**config.mk**
```make
export PLATFORM = sky130hd
export DESIGN_NAME = dokmean_mul_mac_pipe
export DESIGN_NICKNAME = d
export VERILOG_FILES = /design/src/rtl/dokmean_mul_mac_pipe.sv
export SDC_FILE = /design/constraint.sdc
export NUM_CORES = 1
export LEC_CHECK = 0
export ABC_AREA = 0
export BUFFER_PORTS_ARGS = -buffer_cell sky130_fd_sc_hd__buf_4
export CAP_MARGIN = 0
export CORE_MARGIN = 2
export CORE_UTILIZATION = 45
export DETAILED_ROUTE_END_ITERATION = 7
export SYNTH_ARGS = -nofsm -noshare
export SYNTH_HDL_FRONTEND = slang
export SYNTH_SLANG_ARGS = --single-unit
export TNS_END_PERCENT = 1
```
**constraint.sdc**
```tcl
create_clock -name clk -period 8.8 [get_ports clk]
set_input_delay 0 -clock clk [delete_from_list [all_inputs] [get_ports clk]]
set_output_delay 0 -clock clk [all_outputs]
set_load 0.1 [all_outputs]
```
**src/rtl/dokmean_mul_mac_pipe.sv**
```systemverilog
// Pipelined din0*din1 multiplier with a framed, saturating per-vector accumulator.
// Latency: dout NUM_STAGE ce-cycles after beat acceptance; acc_out one ce-cycle later.
// No backpressure: one beat per ce-enabled cycle; ce=0 freezes every register.
module dokmean_mul_mac_pipe #(
    parameter int ID         = 1,
    parameter int din0_WIDTH = 7,
    parameter int din1_WIDTH = 10,
    parameter int dout_WIDTH = 17,
    parameter int NUM_STAGE  = 3,
    parameter int SIGNED     = 0,
    parameter int ACC_WIDTH  = 32
) (
    input  logic                  clk,
    input  logic                  reset,
    input  logic                  ce,
    input  logic                  in_valid,
    input  logic                  in_first,
    input  logic                  in_last,
    input  logic [din0_WIDTH-1:0] din0,
    input  logic [din1_WIDTH-1:0] din1,
    output logic [dout_WIDTH-1:0] dout,
    output logic                  dout_valid,
    output logic [ACC_WIDTH-1:0]  acc_out,
    output logic                  acc_valid,
    output logic                  acc_ovf
);

    // Full product width and the working width used for the resize step.
    localparam int PW = din0_WIDTH + din1_WIDTH;
    localparam int XW = (PW > dout_WIDTH) ? PW : dout_WIDTH;
    localparam int AM = ACC_WIDTH - 1;

    localparam logic [ACC_WIDTH-1:0] SMAX = {1'b0, {(ACC_WIDTH-1){1'b1}}};
    localparam logic [ACC_WIDTH-1:0] SMIN = {1'b1, {(ACC_WIDTH-1){1'b0}}};

    if (NUM_STAGE < 1 || NUM_STAGE > 6 || ACC_WIDTH < dout_WIDTH || ID < 0) begin : g_param_check
        $error("dokmean_mul_mac_pipe: illegal parameter set");
    end

    // Operands are extended to the full product width so that a plain modular
    // multiply yields the exact signed or unsigned product in its low PW bits.
    function automatic logic [dout_WIDTH-1:0] mul_resize(
        input logic [din0_WIDTH-1:0] a,
        input logic [din1_WIDTH-1:0] b
    );
        logic [PW-1:0] ax;
        logic [PW-1:0] bx;
        logic [PW-1:0] p;
        logic [XW-1:0] px;
        if (SIGNED != 0) begin
            ax = PW'($signed(a));
            bx = PW'($signed(b));
        end else begin
            ax = PW'(a);
            bx = PW'(b);
        end
        p = ax * bx;
        if (SIGNED != 0) begin
            px = XW'($signed(p));
        end else begin
            px = XW'(p);
        end
        return px[dout_WIDTH-1:0];
    endfunction

    // ---------------------------------------------------------------
    // Control pipe: valid/first/last travel alongside the data stages.
    // Index 0 is stage 1; index NUM_STAGE-1 is the dout stage.
    // ---------------------------------------------------------------
    logic [NUM_STAGE-1:0] vld_q, vld_d;
    logic [NUM_STAGE-1:0] first_q, first_d;
    logic [NUM_STAGE-1:0] last_q, last_d;
    logic [dout_WIDTH-1:0] prod_out;

    // Shift the framing bits one stage per ce cycle; framing is masked by in_valid.
    always_comb begin
        vld_d   = vld_q;
        first_d = first_q;
        last_d  = last_q;
        if (ce) begin
            vld_d[0]   = in_valid;
            first_d[0] = in_valid & in_first;
            last_d[0]  = in_valid & in_last;
            for (int i = 1; i < NUM_STAGE; i++) begin
                vld_d[i]   = vld_q[i-1];
                first_d[i] = first_q[i-1];
                last_d[i]  = last_q[i-1];
            end
        end
    end

    // Control pipe registers; reset empties the pipe so in-flight beats vanish.
    always_ff @(posedge clk) begin
        if (reset) begin
            vld_q   <= '0;
            first_q <= '0;
            last_q  <= '0;
        end else begin
            vld_q   <= vld_d;
            first_q <= first_d;
            last_q  <= last_d;
        end
    end

    // ---------------------------------------------------------------
    // Data pipe. Each stage only loads when the beat feeding it is valid,
    // so dout keeps its last product across bubbles.
    // ---------------------------------------------------------------
    if (NUM_STAGE == 1) begin : g_one
        logic [dout_WIDTH-1:0] prod_q, prod_d;

        // Single stage: multiply straight from the ports into the output register.
        always_comb begin
            prod_d = prod_q;
            if (ce && in_valid) begin
                prod_d = mul_resize(din0, din1);
            end
        end

        // Output product register.
        always_ff @(posedge clk) begin
            if (reset) begin
                prod_q <= '0;
            end else begin
                prod_q <= prod_d;
            end
        end

        assign prod_out = prod_q;
    end else begin : g_multi
        logic [din0_WIDTH-1:0] opa_q, opa_d;
        logic [din1_WIDTH-1:0] opb_q, opb_d;
        logic [dout_WIDTH-1:0] pipe_q [2:NUM_STAGE];
        logic [dout_WIDTH-1:0] pipe_d [2:NUM_STAGE];

        // Stage 1 holds operands, stage 2 multiplies, later stages are retiming slack.
        always_comb begin
            opa_d  = opa_q;
            opb_d  = opb_q;
            pipe_d = pipe_q;
            if (ce) begin
                if (in_valid) begin
                    opa_d = din0;
                    opb_d = din1;
                end
                if (vld_q[0]) begin
                    pipe_d[2] = mul_resize(opa_q, opb_q);
                end
                for (int i = 3; i <= NUM_STAGE; i++) begin
                    if (vld_q[i-2]) begin
                        pipe_d[i] = pipe_q[i-1];
                    end
                end
            end
        end

        // Operand and product stage registers.
        always_ff @(posedge clk) begin
            if (reset) begin
                opa_q  <= '0;
                opb_q  <= '0;
                pipe_q <= '{default: '0};
            end else begin
                opa_q  <= opa_d;
                opb_q  <= opb_d;
                pipe_q <= pipe_d;
            end
        end

        assign prod_out = pipe_q[NUM_STAGE];
    end

    // ---------------------------------------------------------------
    // Accumulator
    // ---------------------------------------------------------------
    logic [ACC_WIDTH-1:0] acc_q, acc_d;
    logic                 ovf_q, ovf_d;
    logic [ACC_WIDTH-1:0] acc_out_q, acc_out_d;
    logic                 acc_valid_q, acc_valid_d;
    logic                 acc_ovf_q, acc_ovf_d;
    logic [ACC_WIDTH-1:0] add_val;
    logic [ACC_WIDTH:0]   wide_sum;
    logic [ACC_WIDTH-1:0] sat_sum;
    logic                 sat_hit;

    // Extend the product to accumulator width and form the saturated running sum.
    always_comb begin
        if (SIGNED != 0) begin
            add_val = ACC_WIDTH'($signed(prod_out));
        end else begin
            add_val = ACC_WIDTH'(prod_out);
        end
        wide_sum = {1'b0, acc_q} + {1'b0, add_val};
        sat_sum  = wide_sum[ACC_WIDTH-1:0];
        sat_hit  = 1'b0;
        if (SIGNED != 0) begin
            // Same-sign operands producing an opposite-sign result is overflow.
            if ((acc_q[AM] == add_val[AM]) && (wide_sum[AM] != acc_q[AM])) begin
                sat_hit = 1'b1;
                sat_sum = acc_q[AM] ? SMIN : SMAX;
            end
        end else if (wide_sum[ACC_WIDTH]) begin
            sat_hit = 1'b1;
            sat_sum = '1;
        end
    end

    // Consume the dout-stage beat: restart on first, accumulate otherwise, report on last.
    always_comb begin
        acc_d       = acc_q;
        ovf_d       = ovf_q;
        acc_out_d   = acc_out_q;
        acc_valid_d = acc_valid_q;
        acc_ovf_d   = acc_ovf_q;
        if (ce) begin
            acc_valid_d = 1'b0;
            if (vld_q[NUM_STAGE-1]) begin
                if (first_q[NUM_STAGE-1]) begin
                    acc_d = add_val;
                    ovf_d = 1'b0;
                end else begin
                    acc_d = sat_sum;
                    ovf_d = ovf_q | sat_hit;
                end
                if (last_q[NUM_STAGE-1]) begin
                    acc_valid_d = 1'b1;
                    acc_out_d   = acc_d;
                    acc_ovf_d   = ovf_d;
                end
            end
        end
    end

    // Accumulator and result registers; reset drops any partial sum.
    always_ff @(posedge clk) begin
        if (reset) begin
            acc_q       <= '0;
            ovf_q       <= 1'b0;
            acc_out_q   <= '0;
            acc_valid_q <= 1'b0;
            acc_ovf_q   <= 1'b0;
        end else begin
            acc_q       <= acc_d;
            ovf_q       <= ovf_d;
            acc_out_q   <= acc_out_d;
            acc_valid_q <= acc_valid_d;
            acc_ovf_q   <= acc_ovf_d;
        end
    end

    assign dout       = prod_out;
    assign dout_valid = vld_q[NUM_STAGE-1];
    assign acc_out    = acc_out_q;
    assign acc_valid  = acc_valid_q;
    assign acc_ovf    = acc_ovf_q;

endmodule

```
==> impl_metrics.toml, run 1 <==
[timing]
worst_pin_slew_ns = 0.8328
finalHoldViolations = 0
fin_crit_ns = 5.026
fin_crit_sh_pct = 57.11
slew_headroom_pct = 44.48
final.setup_skew_ns = 0.01098
hold_ws_ns = 0.01021
setup_viol = 0
rsz0062_at_grt = "false"
fin_tns_setup_ns = 0
drv_slew = 0
worst_slack_ns = 3.774
fmax_mhz = 199.0

[routing]
maxUsedRoutingLayer = "met4"
wl_per_cell_um = 15.77
wl_met2_mm = 9.938
vias = 7845
drt-met1-wl_mm = 11.50
wirelength_mm = 22.78
met3_length_mm = 1.041
avgViaCountPerCell = 5.429
drc = 0
drt_pass1_iterations = 5
ant_nets = 0
initialDrtViolationCount = 505

[power_and_ir_drop]
p_per_area_mw_per_mm2 = 132.0
pwr-share-clk_pct = 52.5
p_int_mw = 1.067
p_comb_share_pct = 4.9
sequentialPowerShare_pct = 42.6
switching_share_pct = 22.87
peakVddDrop_v = 0.0001368
leakage_nw = 4.606
p_switching_mw = 0.3163

[synth]
synth_nets = 1269
synth_edf_count = 0
synth_common_cells = "nand2_1 (169), dfxtp_1 (127), a21oi_1 (98), inv_1 (95), ha_1 (84)"
synth_flop_cell = "dfxtp_1"
ys_seq_area_share_pct = 27.99
postSynthAreaPerCell_um2 = 8.102
synth_top_area_cell = "dfxtp_1"
synthDominantCellAreaShare_pct = 27.99
async_flop_share_pct = 0
synth-seq-cells = 127
synth_cells = 1121
ys_types = 69
ys.warnings.count = 0
post-synth-top-count-cell = "nand2_1"
ys_top_cells_by_area = "dfxtp_1 (28%), ha_1 (12%), fa_1 (9.0%)"
synth_area_mm2 = 0.009082

[floorplan]
start_util_pct = 46.21
die_w_um = 146.1
die_h_um = 146.1
ioPinCount = 75
die_area_mm2 = 0.02134
core_area_mm2 = 0.01965
rows = 51

[global_route]
grt_pass1_vias = 7582
grt_overflow_total = 0
antenna_found_initial = 0
grt_max_degree = 72
grt_first_pass_wirelength_mm = 38.45
grt_usage_pct = 22.02

[outcome]
status = "complete, no violations"

[clock_network]
cts-resized-gates = 0
clk_pin_slew_ns = 0.06
hold_buffers = 21
cts_tree = "built"
postCtsSetupRepairBufs = 0
clock_path_buffers = 2
htree_levels = 4
clock-sinks = 127
clk_latency_ns = 0.43
cts_made_buffers = 17
ctsRootBufferMaster = "clkbuf_16"

[worst_setup_path]
critPathCaptureType = "flop"
required_ns = 9.16
path_class = "reg -> reg"
worst_setup_path_start_kind = "flop"
rrSetupSlack_ns = 3.77
cp_max_fo = 11
arrival_ns = 5.39

[cells_and_area]
fill_cells = 1923
final_net_count = 1315
syn_to_final_growth_pct = 15.36
drive_above_1_share_pct = 11.86
utilization_pct = 53.31
antenna_cells = 0

[worst_hold_path]
min_path_type = "in -> reg"

[place]
gp_congestion = 0.8555
place_ws_ns = 3.776
dp_hpwl_mm = 16.28
port_buffers = 74

[job]
maxCapViolations = 0
[worst max-delay path, stage by stage (launching register included)]
cell,delay (ns)
dfxtp_1,0.41
and2_1,0.23
fa_1,0.53
inv_1,0.05
fa_1,0.44
fa_1,0.49
inv_1,0.04
ha_1,0.31
fa_1,0.53
inv_1,0.05
fa_1,0.53
inv_1,0.04
ha_1,0.34
and2_1,0.14
o21ai_0,0.09
o211ai_1,0.12
o221ai_1,0.15
or4_1,0.41
nand3_1,0.07
[layout by cell type, fill, tap and decap left out, drive strengths merged, types with 3 or more instances in the layout]
master	instances
a21o	8
o21bai	5
a31oi	13
nand3	29
clkinv	5
a41o	5
a2111oi	6
nand2	169
or2	5
dfxtp	127
a21oi	99
nor3	18
nand4	6
o41ai	10
bufinv	3
clkbuf	22
and3	11
and2	55
o31ai	6
xnor2	15
fa	41
inv	95
nor2b	3
xor2	11
dlygate4sd3	21
ha	84
o311ai	11
a211oi	12
o21ai	47
o211ai	8
nor4	9
buf	84
mux2i	9
nand2b	13
nor2	76
o21a	4
clkinvlp	3
a311oi	4
[stage by stage]
| stage | area [um2] | total power, mW | std cells |
|---|---|---|---|
| floorplan | 9082 | 0.6410 | 1121 |
| global placement | 9667 | 0.6609 | 1392 |
| detailed placement | 9667 | 0.6622 | 1392 |
| CTS | 10480 | 1.394 | 1445 |
| global route | 10480 | 1.435 | 1445 |
| finish | 10480 | 1.383 | 1445 |
[flip-flops by register name, summed over array words and instances (netlist names)]
signal / count
acc_q: 32
g_multi.pipe_q: 17
acc_out: 32
g_multi.opa_q: 7
first_q: 3
ovf_q: 1
vld_q: 3
g_multi.opb_q: 10
acc_valid: 1
acc_ovf: 1
dout: 17
last_q: 3
[power groups by stage]
stage,clock network [mW],logic (mW),registers (mW)
5_1_grt,0.768,0.0761,0.591
2_1_floorplan,0,0.0439,0.597
3_3_place_gp,0,0.0594,0.601
6_report,0.726,0.0674,0.590
4_1_cts,0.737,0.0675,0.589
3_5_place_dp,0,0.0602,0.602
[layout make-up]
class | instances | area (um2) | area share (%)
Timing Repair Buffer | 105 | 840.8 | 8.025
Inverter | 96 | 360.3 | 3.439
Multi-Input combinational cell | 820 | 5802 | 55.37
Sequential cell | 127 | 2542 | 24.27
Clock buffer | 22 | 464.2 | 4.430
Tap cell | 265 | 331.6 | 3.165
Clock inverter | 10 | 136.4 | 1.302
[per-layer routing]
metal | vias up | track usage (%)
met3 | 18 | 4.625
li1 | 3927 | -
met5 | - | 0
met2 | 175 | 34.29
met4 | 0 | 5.243
met1 | 3725 | 31.39
[worst paths after layout]
path | startpoint | to | cells past startpoint
max | g_multi.opa_q[3] | g_multi.pipe_q[32] | 18
min | ce | last_q[2] | 3
max reg2reg | g_multi.opa_q[3] | g_multi.pipe_q[32] | 18
min reg2reg | acc_out[20] | acc_out[20] | 2
[cells by family (layout without fill, tap and decap cells)]
group / count (synthesis) / in the layout / synth area share, %
and+or+nand+nor: 401 / 401 / 20.80
AOI/OAI and AO/OA: 259 / 259 / 18.97
buffers and inverters: 174 / 233 / 8.128
DFF: 127 / 127 / 27.99
adders and majority gates: 125 / 125 / 20.61
xor gates and xnor gates: 26 / 26 / 2.507
muxes: 9 / 9 / 0.9919
Note: power is estimated with default switching activity, not from simulation.
==> inputs of run 2 (changes only) <==
--- a/config.mk
+++ b/config.mk
@@ -11,6 +11,7 @@
 export CORE_MARGIN = 2
 export CORE_UTILIZATION = 45
 export DETAILED_ROUTE_END_ITERATION = 7
+export PLACE_DENSITY = 0.65
 export SYNTH_ARGS = -nofsm -noshare
 export SYNTH_HDL_FRONTEND = slang
 export SYNTH_SLANG_ARGS = --single-unit
==> constraint.sdc (replaced) <==
create_clock -name clk -period 4.3 [get_ports clk]
set_input_delay 0 -clock clk [delete_from_list [all_inputs] [get_ports clk]]
set_output_delay 0 -clock clk [all_outputs]
set_load 0.1 [all_outputs]
==> run 2 against run 1 <==
Against the previous run:
- highest routed layer unchanged
- sequential share of layout area decreased by 0.94 points
- the run now ends with negative setup slack left
- sequential power up 100%
- non-clock buffer count is 41 higher
- critical path type unchanged
==> impl_metrics.toml, run 2 (same netlist as run 1, synthesis figures left out) <==
[routing]
avgViaCountPerCell = 5.402
vias = 8027
initialDrtViolationCount = 574
drt_pass1_iterations = 5
wl_per_cell_um = 15.41
ant_nets = 0
wirelength_mm = 22.90
drc = 0

[worst_setup_path]
arrival_ns = 5.05
critPathCaptureType = "flop"
critical_path.max_stage_delay_ns = 0.53
required_ns = 4.66
worst_setup_path_start_kind = "flop"
critPathSlowestCell = "fa_1"
cp_max_fo = 5
crit_chain = "buf_6, and2_4, fa_1, inv_1, fa_2, inv_1, ha_4, ha_4, fa_1, inv_1, fa_1, inv_1, ha_4, nand3_1, o211ai_1, o221ai_1, or4_1, nand3_1"
cp_common_cell = "inv_1"
path_class = "reg -> reg"
cp_num_buf_inv = 5
crit_family = "adder cells"

[timing]
hold_ws_ns = 0.01348
worst_slack_ns = -0.3880
rsz0062_at_grt = "true"
fin_crit_ns = 4.688
drv_slew = 0
setup_viol = 8
fmax_mhz = 213.3
final.setup_skew_ns = 0.01204
worst_pin_slew_ns = 0.9606
slew_headroom_pct = 35.81
finalHoldViolations = 0
fin_crit_sh_pct = 109.0

[floorplan]
die_h_um = 146.1
core_area_mm2 = 0.01965
ioPinCount = 75
die_area_mm2 = 0.02134
die_w_um = 146.1
rows = 51
start_util_pct = 46.21

[power_and_ir_drop]
p_per_area_mw_per_mm2 = 261.0
switching_share_pct = 24.48
pwr-share-clk_pct = 52.1
p_comb_share_pct = 5.9
sequentialPowerShare_pct = 42.0
leakage_nw = 4.820
p_int_mw = 2.159
p_switching_mw = 0.7000
peakVddDrop_v = 0.0002487

[cells_and_area]
final_cell_mix = "nand2_1 (168), buf_4 (126), dfxtp_1 (119)"
antenna_cells = 0
syn_to_final_growth_pct = 20.61
final_net_count = 1356
fill_cells = 1841
drive_above_1_share_pct = 18.02
final_common_cell = "nand2_1"
fin_area_mm2 = 0.01095

[global_route]
grt_pass1_vias = 7653
antenna_found_initial = 0
grt_first_pass_wirelength_mm = 38.07
grt_usage_pct = 21.72
grt_overflow_total = 0
grt_max_degree = 74

[clock_network]
ctsRootBufferMaster = "clkbuf_16"
htree_levels = 4
clock_path_buffers = 2
clock-sinks = 127
clk_latency_ns = 0.42
cts_made_buffers = 17
clk_pin_slew_ns = 0.06
cts_tree = "built"

[outcome]
violations = "negative setup slack"
status = "finished, violations left"

[place]
place_area_mm2 = 0.01006
dp_hpwl_mm = 16.70
port_buffers = 74
gp_congestion = 0.8546

[job]
maxCapViolations = 0

[worst_hold_path]
min_path_type = "in -> reg"
-- run 2: worst min-delay path: cells and delay by family --
family / cells / cell delay, ns
buf+inv: 1 / 0.18
mux: 1 / 0.14
simple gates: 1 / 0.07
-- run 2: per-layer routing --
metal	share of wire, %	GRT usage, %
met3	5.1	3.969
met2	45	34.55
met5	0	0
met4	0.89	4.417
met1	49	31.02
-- run 2: timing repair --
| item | CTS | global route |
|---|---|---|
| setup buffers | 0 | 2 |
| endpoints found under the hold margin | 19 | 0 |
| gates resized for setup | 18 | 10 |
| hold buffers | 19 | 0 |
| pin swaps | 5 | 8 |
| endpoints found under the setup margin | 9 | 9 |
-- run 2: final timing paths --
check / cells past startpoint / endpoint / from / slack, ns
setup / recovery: 18 / g_multi.pipe_q[32] / g_multi.opb_q[7] / -0.39
hold / removal: 3 / last_q[2] / ce / 0.01
setup reg to reg: 18 / g_multi.pipe_q[32] / g_multi.opb_q[7] / -0.39
hold reg to reg: 2 / dout[6] / g_multi.pipe_q[23] / 0.45
-- run 2: layout make-up --
| type | instances | area, um2 | share of cell area (%) |
|---|---|---|---|
| inverters | 96 | 360.3 | 3.290 |
| flip-flops and latches | 127 | 2555 | 23.32 |
| clock inverters | 13 | 153.9 | 1.405 |
| clock buffers | 19 | 452.9 | 4.135 |
| multi-input cells | 820 | 5953 | 54.35 |
| well taps | 265 | 331.6 | 3.027 |
| repair buffers | 146 | 1147 | 10.47 |
-- run 2: per-stage QoR --
stage / setup TNS [ns] / setup WS, ns / power (mW) / util [%] / instances
6_report: -1.710 / -0.3880 / 2.859 / 55.74 / 1486
5_1_grt: -3.952 / -0.5746 / 2.958 / 55.74 / 1486
4_1_cts: -2.105 / -0.4036 / 2.873 / 55.51 / 1484
3_5_place_dp: -2.720 / -0.5265 / 1.378 / 51.20 / 1433
3_3_place_gp: -2.188 / -0.3885 / 1.377 / 51.20 / 1433
2_1_floorplan: -1.210 / -0.2903 / 1.318 / - / 1121
-- run 2: power groups by stage --
stage / clock (mW) / combinational [mW] / sequential, mW
6_report: 1.49 / 0.168 / 1.20
5_1_grt: 1.57 / 0.189 / 1.20
4_1_cts: 1.50 / 0.168 / 1.20
3_5_place_dp: 0 / 0.153 / 1.23
3_3_place_gp: 0 / 0.151 / 1.23
2_1_floorplan: 0 / 0.0954 / 1.22
